$ cat src/rtl/ld_st_rs_scheduler.sv
// rtl/ld_st_rs_scheduler.sv - load/store reservation station slot allocator, age tracker and issue scheduler
//
// Ports:
//   clk, rst                 clock, synchronous active-high reset
//   dispatch_valid/ready     dispatch handshake; ready while any slot is free
//   rs_queue_valid_bits      per-slot occupancy from the station
//   rs_ready_bits            per-slot operand-ready (squash-masked) from the station
//   rs_station_wen/waddr     write strobe and slot for the dispatched packet
//   rs_station_raddr         slot presented to the memory unit
//   rs_station_complete      presented entry accepted and retires this cycle
//   issue_valid              rs_station_raddr holds an issuable entry
//   mem_unit_ready           memory unit accepts an entry this cycle
module ld_st_rs_scheduler #(
  parameter int QUEUE_DEPTH = 4
) (
  input  logic                           clk,
  input  logic                           rst,
  input  logic                           dispatch_valid,
  output logic                           dispatch_ready,
  input  logic [QUEUE_DEPTH-1:0]         rs_queue_valid_bits,
  input  logic [QUEUE_DEPTH-1:0]         rs_ready_bits,
  output logic                           rs_station_wen,
  output logic [$clog2(QUEUE_DEPTH)-1:0] rs_station_waddr,
  output logic [$clog2(QUEUE_DEPTH)-1:0] rs_station_raddr,
  output logic                           rs_station_complete,
  output logic                           issue_valid,
  input  logic                           mem_unit_ready
);

  localparam int IDX_W = $clog2(QUEUE_DEPTH);

  typedef enum logic {
    IDLE = 1'b0,
    HOLD = 1'b1
  } state_t;

  state_t                                  state_q, state_d;
  logic [IDX_W-1:0]                        held_q;
  // older_q[i][j] = slot i was dispatched before slot j
  logic [QUEUE_DEPTH-1:0][QUEUE_DEPTH-1:0] older_q;

  logic [IDX_W-1:0]       alloc_idx;
  logic [QUEUE_DEPTH-1:0] cand;
  logic [QUEUE_DEPTH-1:0] win;
  logic [IDX_W-1:0]       sel_idx;
  logic                   any_cand;
  logic                   latch_held;

  // Lowest-index free slot.
  always_comb begin
    alloc_idx = '0;
    for (int i = QUEUE_DEPTH - 1; i >= 0; i--) begin
      if (!rs_queue_valid_bits[i]) alloc_idx = IDX_W'(i);
    end
  end

  assign dispatch_ready   = |(~rs_queue_valid_bits);
  assign rs_station_wen   = dispatch_valid & dispatch_ready;
  assign rs_station_waddr = alloc_idx;

  assign cand     = rs_ready_bits & rs_queue_valid_bits;
  assign any_cand = |cand;

  // A candidate wins when no other candidate is older than it. The matrix
  // gives a total order over valid slots, so one winner exists; the index
  // priority below only matters if the matrix is still all-zero after reset.
  always_comb begin
    win = '0;
    for (int i = 0; i < QUEUE_DEPTH; i++) begin
      logic blocked;
      blocked = 1'b0;
      for (int j = 0; j < QUEUE_DEPTH; j++) begin
        if (j != i && cand[j] && older_q[j][i]) blocked = 1'b1;
      end
      win[i] = cand[i] & ~blocked;
    end
  end

  always_comb begin
    sel_idx = '0;
    for (int i = QUEUE_DEPTH - 1; i >= 0; i--) begin
      if (win[i]) sel_idx = IDX_W'(i);
    end
  end

  // Issue FSM: IDLE presents the current winner; HOLD pins the presented
  // slot until it is taken or squashed, even if an older one becomes ready.
  always_comb begin
    state_d          = state_q;
    issue_valid      = 1'b0;
    rs_station_raddr = sel_idx;
    latch_held       = 1'b0;
    case (state_q)
      IDLE: begin
        issue_valid = any_cand;
        if (any_cand && !mem_unit_ready) begin
          state_d    = HOLD;
          latch_held = 1'b1;
        end
      end
      HOLD: begin
        rs_station_raddr = held_q;
        issue_valid      = rs_queue_valid_bits[held_q] & rs_ready_bits[held_q];
        if (!issue_valid || mem_unit_ready) state_d = IDLE;
      end
      default: state_d = IDLE;
    endcase
    // Nothing issues while reset is asserted, whatever state we are leaving.
    if (rst) issue_valid = 1'b0;
  end

  assign rs_station_complete = issue_valid & mem_unit_ready;

  always_ff @(posedge clk) begin
    if (rst) begin
      state_q <= IDLE;
      held_q  <= '0;
    end else begin
      state_q <= state_d;
      if (latch_held) held_q <= sel_idx;
    end
  end

  // New entry becomes the youngest: it is older than nobody, everyone else
  // is older than it. Rows/columns of free slots are left stale.
  always_ff @(posedge clk) begin
    if (rst) begin
      older_q <= '0;
    end else if (rs_station_wen) begin
      for (int i = 0; i < QUEUE_DEPTH; i++) begin
        for (int j = 0; j < QUEUE_DEPTH; j++) begin
          if (IDX_W'(i) == alloc_idx) begin
            older_q[i][j] <= 1'b0;
          end else if (IDX_W'(j) == alloc_idx) begin
            older_q[i][j] <= 1'b1;
          end
        end
      end
    end
  end

endmodule

$ cat config.mk
export PLATFORM = sky130hd
export DESIGN_NAME = ld_st_rs_scheduler
export DESIGN_NICKNAME = d
export VERILOG_FILES = /design/src/rtl/ld_st_rs_scheduler.sv
export SDC_FILE = /design/constraint.sdc
export NUM_CORES = 1
export LEC_CHECK = 0
export BUFFER_PORTS_ARGS = -buffer_cell sky130_fd_sc_hd__buf_4
export CAP_MARGIN = 0
export CORE_ASPECT_RATIO = 1.2
export CORE_MARGIN = 2
export CORE_UTILIZATION = 50
export DETAILED_ROUTE_END_ITERATION = 6
export HOLD_SLACK_MARGIN = 0.03
export PLACE_DENSITY = 0.75
export SETUP_SLACK_MARGIN = 0.3
export SLEW_MARGIN = 30
export SYNTH_ARGS = -nofsm -noshare
export SYNTH_HDL_FRONTEND = slang
export SYNTH_SLANG_ARGS = --single-unit
$ cat constraint.sdc
create_clock -name clk -period 3 [get_ports clk]
set_input_delay 0.15 -clock clk [delete_from_list [all_inputs] [get_ports clk]]
set_output_delay 0.15 -clock clk [all_outputs]
set_load 0.005 [all_outputs]
## Word-level counts from Yosys, hierarchy flattened

Cells that the tools add are included.

| operators by class | value |
|---|---|
| $lt $le $gt $ge | 1 |
| eq/ne operators | 3 |
| muxes and demuxes | 47 |
| bitwise operators | 14 |
| reductions and logical operators | 31 |

Operators by type and width:

| kind | count |
|---|---|
| two-way mux 1 bit | 34 |
| two-way mux 2 bit | 9 |
| logical AND 1 bit | 13 |
| AND reduction 2 bit | 6 |
| nonzero test 2 bit | 6 |
| OR reduction 4 bit | 2 |
| AND 1 bit | 7 |
| inverter 1 bit | 5 |
| AND 4 bit | 1 |
| binary-select mux 1 bit (select 2 bit) | 2 |
| == test 2 bit (first input constant) | 2 |
| inverter 4 bit | 1 |
| case mux 1 bit (2 select lines) | 2 |
| less-than comparator 2 x 3 -> 1 bit (second input constant) | 1 |
| == test 1 x 2 -> 1 bit (first input constant) | 1 |
| zero test 1 bit | 2 |
| zero test 2 bit | 1 |
| logical OR 1 bit | 1 |

| storage, ports and cells | value |
|---|---|
| bits in registers | 15 |
| input port bits | 12 |
| output and inout bits | 8 |
| word-level logic and storage cells | 110 |

## Longest topological paths before layout

| logic depth | value |
|---|---|
| depth after elaboration | 12 |
| depth in mapped cells | 8 |
| gate-level depth less buffers | 7 |

## Worst setup path after synthesis

No wires, ideal clock.

| timing path | value |
|---|---|
| path type | in2reg |
| from | in rs_queue_valid_bits[2] |
| to | reg older_q[12] (netlist name) |
| library setup time | 0.086 ns |
| arrival | 1.502 ns |
| data required time | 2.914 ns |
| slack | 1.413 ns |
| cell stages on the path | 8 |
| path buffers | 1 |
| cell sequence | buf_2 > inv_1 > o21ai_0 > nand2_1 > ha_1 > nor3b_1 > nor2_1 > a211oi_1 |

| between the ends | value |
|---|---|
| word-level cells in the longest chain between the ends | 6 |
| elaborated cells between the ends (all ways) | 11 |
| classes of those cells | 1 x eq/ne; 4 x mux; 2 x bitwise; 4 x reduce/logical |

RTL lines:

| what | line | RTL |
|---|---|---|
| start: declaration | 20 | `input logic [QUEUE_DEPTH-1:0] rs_queue_valid_bits,` |
| two-way mux 2 bit (3 in a row) | 53 | `if (!rs_queue_valid_bits[i]) alloc_idx = IDX_W'(i);` |
| == test 2 bit or zero test 2 bit (tied branches) | -- |  |
| nonzero test 2 bit (no line) | -- |  |
| AND reduction 2 bit (no line) | -- |  |
| end signal: assignment | 128 | `older_q <= '0;` |
| end signal: indexed assignment | 133 | `older_q[i][j] <= 1'b0;` |
| end signal: indexed assignment | 135 | `older_q[i][j] <= 1'b1;` |
| end: declaration | 40 | `logic [QUEUE_DEPTH-1:0][QUEUE_DEPTH-1:0] older_q;` |

Several ways; a longest one is shown, not always the timed one.
A chain may end at the register's enable or synchronous reset.

## Worst setup path after layout

| timing path | value |
|---|---|
| from | reg held_q[0] |
| to | out rs_station_complete |

| between the ends | value |
|---|---|
| word-level cells in the longest chain between the ends | 6 |
| elaborated cells between the ends (all ways) | 8 |
| classes of those cells | 6 x mux; 2 x bitwise |

RTL lines:

| what | line | RTL |
|---|---|---|
| start: declaration | 38 | `logic [IDX_W-1:0] held_q;` |
| start signal: assignment | 120 | `if (latch_held) held_q <= sel_idx;` |
| binary-select mux 1 bit (select 2 bit) | 103 | `issue_valid = rs_queue_valid_bits[held_q] & rs_ready_bits[held_q];` |
| two-way mux 1 bit (not written as such) | 103 |  |
| AND 1 bit * | 103 |  |
| case mux 1 bit (2 select lines) * | 93 | `case (state_q)` |
| two-way mux 1 bit * | 109 | `if (rst) issue_valid = 1'b0;` |
| AND 1 bit * | 112 | `assign rs_station_complete = issue_valid & mem_unit_ready;` |
| end: declaration | 25 | `output logic rs_station_complete,` |

Mark *: on every way between the ends. The rest lies on a longest branch, timed or not. The select of a mux whose other input is x is not followed.

==> reports/metrics.cfg <==
[finish]
finalNetCount = 139
syn_to_final_growth_pct = 19.1
drive_above_1_share_pct = 24.6
fillers = 154
num_antenna_cells = 0
layout.cells.non_filler = 140
fin_util_pct = 63.3

[synth]
synth_top_family_by_area = simple AND/OR/NAND/NOR gates
syn_inst = 104
synth_nets = 120
synthAdderAreaFrac_pct = 5.74
synth_warnings = 0
ys_seq_area_share_pct = 34.4
ys_types = 30
yosys_register_bits = 15
postSynthAreaPerCell_um2 = 8.39
syn_area_um2 = 872
synthXorXnorAreaFrac_pct = 0
synth_compound_area_share_pct = 23.4
synthMuxAreaShare_pct = 2.58
synth-simple-area-share_pct = 29.1

[setup_path]
r2r_cells = 3
cp_data_required_time_ns = 2.85
critical_path_depth = 4
critPathTopFamily = multiplexers
critPathMaxFanout = 3
worstSetupPathType = register to output pin
endpoint_kind = output pin
cp_slowest_cell = mux4_2
path_buf_inv = 1
worstPathArrival_ns = 1.75
max_stage_delay_ns = 0.53
crit_chain = mux4_2 -> a211oi_2 -> and2_1 -> buf_4
start_kind = register

[global_route]
grt_overflow = 0
grt_pass1_wl_um = 3610
grt_max_degree = 17
track_usage_pct = 22.2
grt_pass1_vias = 792
antenna_found_initial = 0

[place]
port_buffers = 19
hpwl_um = 1700
dp.cells = 136
pre_cts_ws_ns = 1.24
gp_congestion = 0.892

[route]
drtIter0Drc = 30
drcViolationCount = 0
wl_um = 2180
drtAntennaViolNets = 0
via_count = 893
detail_route.wl_per_cell_um = 15.6
drt_pass1_iterations = 4
vias_per_cell = 6.38

[power]
irDropWorstVdd_mv = 0.296
fin_total_pwr_mw = 0.442
p_leak_nw = 0.408
p_per_area_nw_per_um2 = 426

[timing]
maxSlewHeadroom_pct = 65.3
rsz0062_at_grt = false
fin_tns_setup_ns = 0
post-route-period-util_pct = 63.3
finalSetupViolCount = 0
hold_viol_final = 0
finClkSkew_ns = 0.000412
period_minus_slack_ns = 1.90
drv_slew = 0
layout_setup_ws_ns = 1.10
tightest_slew_ns = 0.517
fmax_mhz = 527

[cts]
post_cts_buffers = 0
htreeDepth = 1
root_buffer = clkbuf_4
clk_pin_slew_ns = 0.09
hold_buffers = 0
insertion_delay_ns = 0.28
cts-buffers-inserted = 3
clk_path_buf_depth = 2
cts_tree = built
cts-resized-gates = 0
cts.sinks = 15

[floorplanning]
dieArea_um2 = 2100
die_x_um = 42.1
initial_core_util_pct = 53.1
ios = 20
coreArea_um2 = 1640
rows = 16
die-height_um = 49.8

[status]
outcome = completed

[hold_path]
hold_depth = 2
hold_class = primary input to register

[flow_run]
max_cap_violations = 0

cells in the mapped netlist:
cell type / number / area, um^2
a22oi_1: 1 / 7.51
clkbuf_1: 1 / 3.75
o21ai_0: 3 / 15.0
and2b_1: 1 / 7.51
a21boi_0: 1 / 7.51
o2111ai_1: 1 / 8.76
nand2_1: 10 / 37.5
ha_1: 4 / 50.1
or2_2: 2 / 12.5
and4b_1: 1 / 10.0
inv_1: 4 / 15.0
nand3_1: 13 / 65.1
nor2_1: 4 / 15.0
buf_4: 1 / 7.51
and2_1: 2 / 12.5
nand4b_1: 3 / 26.3
o32ai_1: 1 / 8.76
nand4_1: 2 / 12.5
buf_2: 3 / 15.0
and4b_2: 2 / 22.5
mux4_2: 1 / 22.5
nand2b_1: 3 / 18.8
dfxtp_1: 15 / 300
a311oi_1: 3 / 26.3
nor3b_1: 1 / 7.51
o211ai_1: 1 / 7.51
nand2_2: 1 / 6.26
a211oi_1: 8 / 60.1
a211oi_2: 1 / 12.5
a21oi_1: 10 / 50.1
per-layer routing:
metal  global-route usage [%]  vias up  routed length (um)
met4                     7.81        0                  29
met2                     40.9       38                1120
li1                         -      430                   -
met5                        0        -                   0
met3                     2.56        4                 133
met1                     26.1      421                 901
state kept, by name (all words and copies together) (netlist names):
register  flops
older_q      12
held_q        2
state_q       1
cell families (layout without fill, tap and decap cells):
| kind of cell | after synthesis | in the layout |
|---|---|---|
| DFF | 15 | 15 |
| buffers and inverters | 9 | 27 |
| AOI/OAI and AO/OA | 30 | 30 |
| and+or+nand+nor | 45 | 45 |
| muxes | 1 | 1 |
| adders and majority gates | 4 | 4 |
power by group:
part           switching, mW  total [mW]  internal (mW)
sequential           0.00952       0.222          0.212
clock                 0.0696       0.119         0.0495
combinational         0.0538       0.101         0.0473
cell type report:
class / count / area (um^2) / share of cell area [%]
multi-input combinational: 80 / 531 / 51.1
sequential: 15 / 300 / 28.9
timing repair buffer: 19 / 143 / 13.7
clock buffer: 3 / 22.5 / 2.17
tap: 18 / 22.5 / 2.17
inverter: 4 / 15.0 / 1.45
clock inverter: 1 / 5.00 / 0.482
cell usage in the layout, fill, tap and decap left out:
cell and n:
buf_4 19, dfxtp_1 15, nand3_1 13, nand2_1 10, a21oi_1 10, a211oi_1 8, inv_1 4, nor2_1 4
ha_1 4, nand4b_1 3, nand2b_1 3, o21ai_0 3, a311oi_1 3, clkbuf_4 3, and4b_2 2, and2_1 2
nand4_1 2, or2_2 2, nand2_2 1, a21boi_0 1, mux4_2 1, a22oi_1 1, a211oi_2 1, and4b_1 1
o211ai_1 1, nor3b_1 1, o32ai_1 1, and2b_1 1, o2111ai_1 1, clkinv_2 1
through the flow:
step | hold WS (ns) | instance area (um^2)
floorplan | 0.222 | 872
finish | 0.155 | 1040
global route | 0.161 | 1040
detailed placement | 0.454 | 1010
CTS | 0.147 | 1040
global placement | 0.446 | 1010
worst paths after layout:
kind / start / endpoint / slack, ns
max reg2reg: held_q[0] / state_q / 1.60
min: rst / held_q[1] / 0.15
min reg2reg: older_q[11] / older_q[11] / 0.47
max: held_q[0] / rs_station_complete / 1.10
Note: power is estimated with default switching activity, not from simulation.
